`src/rtl/traffic_sigctrl.sv`:
```
// Highway / country-road traffic light controller.
// Five-state Moore FSM. The two yellow phases and the all-red phase are timed
// by a 4-bit down-counter that is loaded with (delay-1) on entry and releases
// the transition when it reads zero. Light outputs are registered copies of
// the decode of the next state, so they always reflect the state register
// and CAR_ON has no combinational path to them.
module traffic_sigctrl #(
  parameter int unsigned Y2R_DELAY = 3,
  parameter int unsigned R2G_DELAY = 2
) (
  output logic [1:0] MAIN_SIG,
  output logic [1:0] CNTRY_SIG,
  input  logic       CAR_ON,
  input  logic       CLK,
  input  logic       CLEAR
);

  localparam logic [1:0] LIGHT_RED    = 2'd0;
  localparam logic [1:0] LIGHT_YELLOW = 2'd1;
  localparam logic [1:0] LIGHT_GREEN  = 2'd2;

  localparam logic [3:0] Y_LOAD = 4'(Y2R_DELAY - 32'd1);
  localparam logic [3:0] R_LOAD = 4'(R2G_DELAY - 32'd1);

  typedef enum logic [2:0] {
    S0 = 3'd0,  // main green, country red
    S1 = 3'd1,  // main yellow, country red
    S2 = 3'd2,  // all red
    S3 = 3'd3,  // main red, country green
    S4 = 3'd4   // main red, country yellow
  } state_t;

  state_t     r_state;
  state_t     w_next_state;
  logic [3:0] r_cnt;
  logic [3:0] w_next_cnt;
  logic [1:0] r_main;
  logic [1:0] r_cntry;

  // Main-road light for a given state; anything unknown shows the safe S0 pattern.
  function automatic logic [1:0] main_light(input state_t s);
    logic [1:0] v;
    case (s)
      S0:      v = LIGHT_GREEN;
      S1:      v = LIGHT_YELLOW;
      S2:      v = LIGHT_RED;
      S3:      v = LIGHT_RED;
      S4:      v = LIGHT_RED;
      default: v = LIGHT_GREEN;
    endcase
    return v;
  endfunction

  // Country-road light for a given state; never non-red together with main.
  function automatic logic [1:0] cntry_light(input state_t s);
    logic [1:0] v;
    case (s)
      S0:      v = LIGHT_RED;
      S1:      v = LIGHT_RED;
      S2:      v = LIGHT_RED;
      S3:      v = LIGHT_GREEN;
      S4:      v = LIGHT_YELLOW;
      default: v = LIGHT_RED;
    endcase
    return v;
  endfunction

  // Next-state and dwell-counter logic; timed states ignore CAR_ON entirely.
  always_comb begin
    w_next_state = S0;
    w_next_cnt   = 4'd0;
    case (r_state)
      S0: begin
        if (CAR_ON) begin
          w_next_state = S1;
          w_next_cnt   = Y_LOAD;
        end else begin
          w_next_state = S0;
          w_next_cnt   = 4'd0;
        end
      end
      S1: begin
        if (r_cnt == 4'd0) begin
          w_next_state = S2;
          w_next_cnt   = R_LOAD;
        end else begin
          w_next_state = S1;
          w_next_cnt   = r_cnt - 4'd1;
        end
      end
      S2: begin
        if (r_cnt == 4'd0) begin
          w_next_state = S3;
          w_next_cnt   = 4'd0;
        end else begin
          w_next_state = S2;
          w_next_cnt   = r_cnt - 4'd1;
        end
      end
      S3: begin
        if (CAR_ON) begin
          w_next_state = S3;
          w_next_cnt   = 4'd0;
        end else begin
          w_next_state = S4;
          w_next_cnt   = Y_LOAD;
        end
      end
      S4: begin
        if (r_cnt == 4'd0) begin
          w_next_state = S0;
          w_next_cnt   = 4'd0;
        end else begin
          w_next_state = S4;
          w_next_cnt   = r_cnt - 4'd1;
        end
      end
      default: begin
        w_next_state = S0;
        w_next_cnt   = 4'd0;
      end
    endcase
  end

  // State, counter and light registers; CLEAR low overrides every transition.
  always_ff @(posedge CLK) begin
    if (!CLEAR) begin
      r_state <= S0;
      r_cnt   <= 4'd0;
      r_main  <= LIGHT_GREEN;
      r_cntry <= LIGHT_RED;
    end else begin
      r_state <= w_next_state;
      r_cnt   <= w_next_cnt;
      r_main  <= main_light(w_next_state);
      r_cntry <= cntry_light(w_next_state);
    end
  end

  assign MAIN_SIG  = r_main;
  assign CNTRY_SIG = r_cntry;

endmodule

```
`config.mk`:
```
export PLATFORM = sky130hd
export DESIGN_NAME = traffic_sigctrl
export DESIGN_NICKNAME = d
export VERILOG_FILES = /design/src/rtl/traffic_sigctrl.sv
export SDC_FILE = /design/constraint.sdc
export NUM_CORES = 1
export LEC_CHECK = 0
export ABC_AREA = 1
export BUFFER_PORTS_ARGS = -buffer_cell sky130_fd_sc_hd__buf_4
export CAP_MARGIN = 5
export CORE_AREA = 8 8 45 47
export CTS_CLUSTER_DIAMETER = 200
export DETAILED_ROUTE_END_ITERATION = 10
export DIE_AREA = 0 0 53 55
export SYNTH_ARGS = -nofsm -noshare
export SYNTH_HDL_FRONTEND = slang
export SYNTH_SLANG_ARGS = --single-unit
```
`constraint.sdc`:
```
create_clock -name CLK -period 3.2 [get_ports CLK]
set_clock_uncertainty 0.15 [all_clocks]
set_input_delay 0.32 -clock CLK [delete_from_list [all_inputs] [get_ports CLK]]
set_output_delay 0.32 -clock CLK [all_outputs]
set_load 0.02 [all_outputs]
```
==> flow_summary.yaml, run 1 <==
clocking:
  cts_root_buf: "clkbuf_4"
  cts-resized-gates: 0
  cts_setup_buffers: 0
  cts_sinks: 11
  ctsHtreeMaxLevel: 1
  clk_pin_slew_ns: 0.07
  clkLatencyLatePin_ns: 0.26
  cts-buffers-inserted: 3
  cts_max_path_buffers: 2
  cts_tree: "built"
  ctsHoldBuffers: 0
critical_path:
  path_class: "flop to flop"
  path_delay_family: "simple AND/OR/NAND/NOR gates"
  cp.required_ns: 3.26
  start_kind: "flop"
  path_buf_inv: 1
  path_max_fanout: 3
  path_common_cell: "nor2_1"
  end_kind: "flop"
  cp.arrival_ns: 1.45
  slowest_stage: "dfxtp_1"
  path_cells: "inv_1, ha_1, nand2_1, nor2_1, nor2_1, nor2_1, nand3_1, nand2_1"
  critical-path-max-stage-delay_ns: 0.32
global_route:
  grt_pass1_vias: 455
  grt_util_met2_pct: 13.87
  grt.met1_usage_pct: 7.362
  track_usage_pct: 7.566
  busiest_layer: "met2"
  grt_max_degree: 8
  grt_overflow: 0
  grt_pass1_wl_um: 1662
  antenna_found_initial: 0
  groute.layer.met3.usage_pct: 2.674
power:
  power.share.sequential_pct: 33.8
  p_per_area_nw_per_um2: 1050
  swShare_pct: 44.76
  combPwrFrac_pct: 51.6
  p_leak_nw: 0.2859
  p_int_w: 0.0003528
  clkPwrFrac_pct: 14.6
  ir_worst_vdd_v: 0.0004241
  switchingPower_w: 0.0002859
synth:
  synthCells: 68
  yosysSeqAreaShare_pct: 42.62
  syn_area_per_cell_sq_um: 7.599
  syn-num-nets: 72
  ys_warn_count: 0
  ys_seq_elements: 11
  syn-cell-area_sq_um: 516.7
  yosysUniqueCellTypes: 20
floorplanning:
  die_x_um: 53
  num_io_pins: 7
  rows: 14
  fp.coreArea_sq_um: 1384
  dieArea_sq_um: 2915
  initial_core_util_pct: 37.34
  die_y_um: 55
timing:
  period_minus_slack_ns: 1.392
  grt_setup_unrepaired: "no"
  max-slew-margin-rel_pct: 83.54
  setup_violations: 0
  fmax_ghz: 0.7183
  drv_slew: 0
  max_slew.worst_pin.slew_ns: 0.2450
  finalHoldViolCount: 0
  finalSetupTns_ns: 0
  post-route-period-util_pct: 43.51
placement:
  post_dp_cell_area_sq_um: 581.8
  port-buffer-count: 6
  dp_cells: 90
  gp_congestion: 0.8064
  dp_hpwl_um: 769.4
layout:
  nets: 83
  final_cell_mix: "nand2_1, nor2_1, dfxtp_1"
  drive_above_1_share_pct: 30.77
  fin_cells: 94
  final_cell_area_sq_um: 608.1
  area_delta_synth_final_pct: 17.68
  antennaDiodeCount: 0
  layout_commonest_cell: "nand2_1"
  fin_util_pct: 43.94
hold_path:
  min_path_type: "primary input to flop"
routing:
  drt-total-wl_um: 947
  drt_iter0_drc: 7
  wire_per_inst_um: 10.07
  via_per_inst: 4.638
  firstDrtPassIters: 4
  drc: 0
  vias: 436
  antenna_left: 0
run:
  maxCapViolCount: 0
status:
  status: "finished, final reports clean"
==> Yosys cell counts <==
cell type	n	area share, %
a21oi_2	2	3.4
dfxtp_1	11	43
ha_1	1	2.4
inv_1	5	3.6
inv_2	3	2.2
nand2_1	13	9.4
nand2_2	1	1.2
nand3_1	5	4.8
nand3_2	1	1.9
nand4_1	1	1.2
nor2_1	12	8.7
nor2_2	3	3.6
nor2_4	2	4.4
nor3_1	1	0.97
nor3_2	1	1.9
o21ai_0	1	0.97
o21ai_1	2	1.9
o21ai_2	1	1.7
or2_2	1	1.2
xor2_1	1	1.7
==> cell type report <==
class | instances | area (sq um)
fillers | 142 | 775.7
multi-input cells | 49 | 266.5
flip-flops and latches | 11 | 220.2
repair buffers | 6 | 45.04
inverters | 8 | 30.03
clock buffers | 4 | 26.28
well taps | 16 | 20.02
==> state kept, by name, indices dropped and copies added, names as in the netlist <==
| signal | cells |
|---|---|
| CNTRY_SIG | 2 |
| r_state | 3 |
| MAIN_SIG | 2 |
| r_cnt | 4 |
==> metrics by stage <==
stage               worst slack [ns]  hold WS, ns  total power [W]
CTS                            1.786      0.06375        0.0006490
global placement               1.833       0.2908        0.0005492
finish                         1.808      0.07153        0.0006387
detailed placement             1.803       0.2978        0.0005530
floorplan                      1.906       0.2391        0.0004825
global route                   1.633      0.06599        0.0007041
==> final timing paths <==
| path | startpoint | end | slack (ns) | cells after the start |
|---|---|---|---|---|
| worst max-delay path | r_cnt[0] | MAIN_SIG[1] | 1.81 | 8 |
| worst min-delay path | CLEAR | MAIN_SIG[1] | 0.07 | 2 |
| worst max register to register | r_cnt[0] | MAIN_SIG[1] | 1.81 | 8 |
| worst min register to register | r_cnt[0] | r_cnt[0] | 0.30 | 1 |
==> power by group through the flow <==
stage	Sequential [W]	Combinational [W]	Clock, W
after floorplan	0.000231	0.000251	0
after global placement	0.000218	0.000331	0
after detailed placement	0.000220	0.000334	0
after CTS	0.000216	0.000335	0.0000978
after global routing	0.000224	0.000375	0.000105
final	0.000216	0.000330	0.0000935
==> logic make-up after synthesis <==
| logic type | share of synthesized area, % |
|---|---|
| DFF | 42.61 |
| xor gates and xnor gates | 1.695 |
| adders and majority gates | 2.421 |
| buffers and inverters | 5.811 |
| and+or+nand+nor | 39.47 |
| AOI/OAI and AO/OA | 7.990 |
==> routing by layer <==
layer  vias up  routed length, um
met5         -                  0
met4         0                  0
met3         0                 38
met2         5                503
met1       195                405
li1        236                  -
Power figures use the tool's default switching activity.
==> inputs of run 2 (changes only) <==
==> constraint.sdc (replaced) <==
create_clock -name CLK -period 1.1 [get_ports CLK]
set_clock_uncertainty 0.15 [all_clocks]
set_input_delay 0.11 -clock CLK [delete_from_list [all_inputs] [get_ports CLK]]
set_output_delay 0.11 -clock CLK [all_outputs]
set_load 0.02 [all_outputs]
==> flow_summary.yaml, run 2 (same netlist as run 1, synthesis figures left out) <==
critical_path:
  path_depth: 9
  path_cells: "inv_2, ha_4, nand2_4, nor2_4, nand2_2, nand2_4, nor2_4, nand3_1, nand2_1"
  crit_start: "r_cnt[0]"
  path_buf_inv: 1
  r2r.worst_path.cells: 9
  cp.required_ns: 1.11
  critical-path-max-stage-delay_ns: 0.32
  r2r_slack_ns: -0.19
  start_kind: "flop"
  end_kind: "flop"
  r2r-start: "r_cnt[0]"
  r2r-end: "MAIN_SIG[1]"
  path_max_fanout: 3
  endpoint: "MAIN_SIG[1]"
  path_class: "flop to flop"
  slowest_stage: "dfxtp_2"
  path_delay_family: "simple AND/OR/NAND/NOR gates"
  cp.arrival_ns: 1.30
routing:
  drt_iter0_drc: 10
  vias: 485
  via_per_inst: 4.709
  drt-total-wl_um: 1112
  wire_per_inst_um: 10.80
  drc: 0
  firstDrtPassIters: 4
  antenna_left: 0
floorplanning:
  dieArea_sq_um: 2915
  num_io_pins: 7
  die_x_um: 53
  initial_core_util_pct: 37.34
  fp.coreArea_sq_um: 1384
  rows: 14
  die_y_um: 55
global_route:
  grt_pass1_vias: 468
  grt_pass1_wl_um: 1814
  antenna_found_initial: 0
  grt_overflow: 0
  track_usage_pct: 8.434
  grt_max_degree: 8
power:
  clkPwrFrac_pct: 11.7
  p_int_w: 0.001306
  power.share.sequential_pct: 28.0
  swShare_pct: 44.71
  switchingPower_w: 0.001056
  ir_worst_vdd_v: 0.001377
  p_per_area_nw_per_um2: 3142
  p_leak_nw: 0.3424
  combPwrFrac_pct: 60.3
placement:
  dp_hpwl_um: 817.8
  post_dp_cell_area_sq_um: 649.4
  gp_congestion: 0.8189
  port-buffer-count: 6
status:
  violations: "setup timing"
  status: "complete, but fails checks"
layout:
  top_regs: "r_cnt (4), r_state (3)"
  top_register: "r_cnt"
  drive_above_1_share_pct: 54.02
  fillers: 135
  nets: 92
  largest_reg_flops: 4
  register_area_sq_um: 227.7
  multiInputGateArea_sq_um: 332.8
  final_cell_area_sq_um: 752.0
  final_cell_mix: "buf_4, nor2_1, nand2_1"
  layout_commonest_cell: "buf_4"
  area_delta_synth_final_pct: 45.52
  antennaDiodeCount: 0
clocking:
  clk_pin_slew_ns: 0.07
  cts_root_buf: "clkbuf_4"
  cts_sinks: 11
  cts-buffers-inserted: 3
  clkLatencyLatePin_ns: 0.27
  ctsHtreeMaxLevel: 1
  cts_tree: "built"
  cts_max_path_buffers: 2
timing:
  period_minus_slack_ns: 1.287
  max-slew-margin-rel_pct: 80.21
  grt_setup_unrepaired: "yes"
  hold-worst-slack_ns: 0.09027
  finalHoldViolCount: 0
  post-route-period-util_pct: 117.0
  timing.final.ws_setup_ns: -0.1873
  max_slew.worst_pin.slew_ns: 0.2945
  setup_violations: 11
  fmax_ghz: 0.7768
  drv_slew: 0
hold_path:
  min_path_type: "primary input to flop"
run:
  maxCapViolCount: 0
run 2: tightest hold or removal path, stage by stage:
cell and delay (ns):
buf_4 0.09, nor3_1 0.06, nor2_2 0.16, nor2_1 0.05
run 2: through the flow:
step / instances / setup slack, ns / TNS [ns] / total power [W] / utilization [%]
4_1_cts: 102 / -0.1536 / -1.316 / 0.002304 / 52.53
5_1_grt: 103 / -0.2548 / -1.899 / 0.002559 / 54.34
3_3_place_gp: 95 / -0.2002 / -1.467 / 0.001809 / 46.93
3_5_place_dp: 95 / -0.2154 / -1.598 / 0.001846 / 46.93
6_report: 103 / -0.1873 / -1.247 / 0.002362 / 54.34
2_1_floorplan: 68 / -0.1179 / -0.5760 / 0.001553 / -
run 2: worst min path at each step:
stage,startpoint,endpoint,slack (ns),cells after the start
after floorplan,CLEAR,MAIN_SIG[1],0.03,1
after global placement,CLEAR,MAIN_SIG[1],0.14,2
after detailed placement,CLEAR,MAIN_SIG[1],0.14,2
after CTS,CAR_ON,r_state[2],0.08,4
after global routing,CAR_ON,CNTRY_SIG[0],0.10,4
final,CAR_ON,r_state[2],0.09,4
run 2: what timing repair did:
action,4_1_cts,5_1_grt
pin swaps,7,1
resized for setup,8,4
hold buffers,1,0
setup endpoints to repair,11,11
buffers inserted,2,1
endpoints found under the hold margin,1,0
run 2: power by group through the flow:
stage	logic, W	clock network (W)	registers (W)
after floorplan	0.000860	0	0.000693
after global placement	0.00116	0	0.000645
after detailed placement	0.00119	0	0.000652
after CTS	0.00137	0.000285	0.000645
after global routing	0.00157	0.000305	0.000684
final	0.00142	0.000276	0.000662
run 2: layer usage:
| metal | vias up | global-route usage (%) | wire length, um |
|---|---|---|---|
| met5 | - | 0 | 0 |
| met4 | 0 | 3.879 | 6 |
| met3 | 2 | 3.209 | 33 |
| met2 | 5 | 15.23 | 604 |
| met1 | 223 | 8.410 | 468 |
| li1 | 255 | - | - |
run 2: cell type report:
cell class / count / area share, %
flip-flops and latches: 11 / 30.28
clock buffers: 4 / 3.494
multi-input cells: 49 / 44.26
inverters: 8 / 3.993
repair buffers: 15 / 15.31
well taps: 16 / 2.662
==> inputs of run 3 (changes only) <==
==> constraint.sdc (replaced) <==
create_clock -name CLK -period 1 [get_ports CLK]
set_clock_uncertainty 0.15 [all_clocks]
set_input_delay 0.1 -clock CLK [delete_from_list [all_inputs] [get_ports CLK]]
set_output_delay 0.1 -clock CLK [all_outputs]
set_load 0.02 [all_outputs]
==> flow_summary.yaml, run 3 (same netlist as run 1, synthesis figures left out) <==
critical_path:
  path_class: "flop to flop"
  slowest_stage: "dfxtp_2"
  start_kind: "flop"
  end_kind: "flop"
  path_buf_inv: 1
  critical-path-max-stage-delay_ns: 0.33
  path_delay_family: "simple AND/OR/NAND/NOR gates"
  cp.required_ns: 1.07
  path_cells: "inv_2, ha_4, nand2_4, nor2_4, nand2_2, nand2_4, nor2_4, nand3_2, nand2_1"
  path_max_fanout: 3
  cp.arrival_ns: 1.35
clocking:
  cts_tree: "built"
  ctsHtreeMaxLevel: 1
  clk_pin_slew_ns: 0.07
  cts-buffers-inserted: 3
  clkLatencyLatePin_ns: 0.27
  cts_sinks: 11
  cts_max_path_buffers: 2
  cts_root_buf: "clkbuf_4"
layout:
  drive_above_1_share_pct: 55.29
  top_regs: "r_cnt (4), r_state (3)"
  final_cell_mix: "nor2_1, nand2_1, buf_4"
  largest_reg_flops: 4
  nets: 90
  fin_cells: 101
  top_register: "r_cnt"
  final_cell_area_sq_um: 745.7
  antennaDiodeCount: 0
  layout_commonest_cell: "nor2_1"
  area_delta_synth_final_pct: 44.31
timing:
  finalHoldViolCount: 0
  max-slew-margin-rel_pct: 79.36
  drv_slew: 0
  timing.final.ws_setup_ns: -0.2842
  fmax_ghz: 0.7787
  period_minus_slack_ns: 1.284
  post-route-period-util_pct: 128.4
  grt_setup_unrepaired: "yes"
  hold-worst-slack_ns: 0.07766
  finalSetupTns_ns: -2.248
  setup_violations: 11
  max_slew.worst_pin.slew_ns: 0.3073
power:
  p_per_area_nw_per_um2: 3415
  p_leak_nw: 0.3399
  finalPower_w: 0.002547
  ir_worst_vdd_v: 0.001754
placement:
  gp_congestion: 0.7809
  dp_hpwl_um: 831.8
  post_dp_cell_area_sq_um: 649.4
  dp_cells: 95
  port-buffer-count: 6
floorplanning:
  num_io_pins: 7
  fp.coreArea_sq_um: 1384
  initial_core_util_pct: 37.34
  rows: 14
  die_x_um: 53
  die_y_um: 55
  dieArea_sq_um: 2915
routing:
  antenna_left: 0
  via_per_inst: 4.703
  vias: 475
  drt-total-wl_um: 1108
  wire_per_inst_um: 10.97
  firstDrtPassIters: 4
  drc: 0
  drt_iter0_drc: 4
global_route:
  grt_max_degree: 8
  antenna_found_initial: 0
  grt_pass1_vias: 480
  grt_pass1_wl_um: 1945
  track_usage_pct: 9.156
  grt_overflow: 0
status:
  status: "complete, but fails checks"
  violations: "setup timing"
hold_path:
  min_path_type: "primary input to flop"
run:
  maxCapViolCount: 0
[run 3: changes by cell type in the layout (fill, tap and decap cells not counted), sizes merged]
cell  delta
buf      -2
[run 3: report_power, final]
part	switching (W)	internal [W]
clock	0.000156	0.000155
combinational	0.000851	0.000646
sequential	0.000135	0.000604
total	0.00114	0.00140
[run 3: final timing paths]
check | slack (ns) | endpoint | start | cells after the start
max | -0.28 | MAIN_SIG[1] | r_cnt[0] | 9
min reg2reg | 0.37 | r_cnt[0] | r_cnt[0] | 2
min | 0.08 | r_cnt[1] | CAR_ON | 5
max reg2reg | -0.28 | MAIN_SIG[1] | r_cnt[0] | 9
[run 3: worst register-to-register path, cell delays in order (launching register included)]
cell     delay, ns
dfxtp_2       0.33
inv_2         0.04
ha_4          0.17
nand2_4       0.07
nor2_4        0.04
nand2_2       0.08
nand2_4       0.06
nor2_4        0.14
nand3_2       0.07
nand2_1       0.08
[run 3: stage by stage]
| stage | utilization, % | setup WS [ns] |
|---|---|---|
| 5_1_grt | 53.89 | -0.3447 |
| 3_5_place_dp | 46.93 | -0.3251 |
| 4_1_cts | 52.44 | -0.2897 |
| 2_1_floorplan | - | -0.2179 |
| 3_3_place_gp | 46.93 | -0.3033 |
| 6_report | 53.89 | -0.2842 |
[run 3: area by class of cell]
cell class	count	area, sq um
repair buffers	13	111.4
flip-flops and latches	11	227.7
fillers	136	638.1
clock buffers	4	26.28
inverters	8	30.03
multi-input cells	49	330.3
well taps	16	20.02
[run 3: routing by layer]
layer	share of wire, %	track usage (%)	vias up
li1	-	-	248
met1	40	8.282	218
met3	4.9	4.011	4
met4	1.9	3.879	0
met2	53	17.38	5
met5	0	0	-
[run 3: what timing repair did]
action,4_1_cts,5_1_grt
gates resized for setup,8,7
pin swaps,8,3
endpoints found under the setup margin,12,14
setup buffers,1,0
hold buffers,1,0
endpoints found under the hold margin,1,0
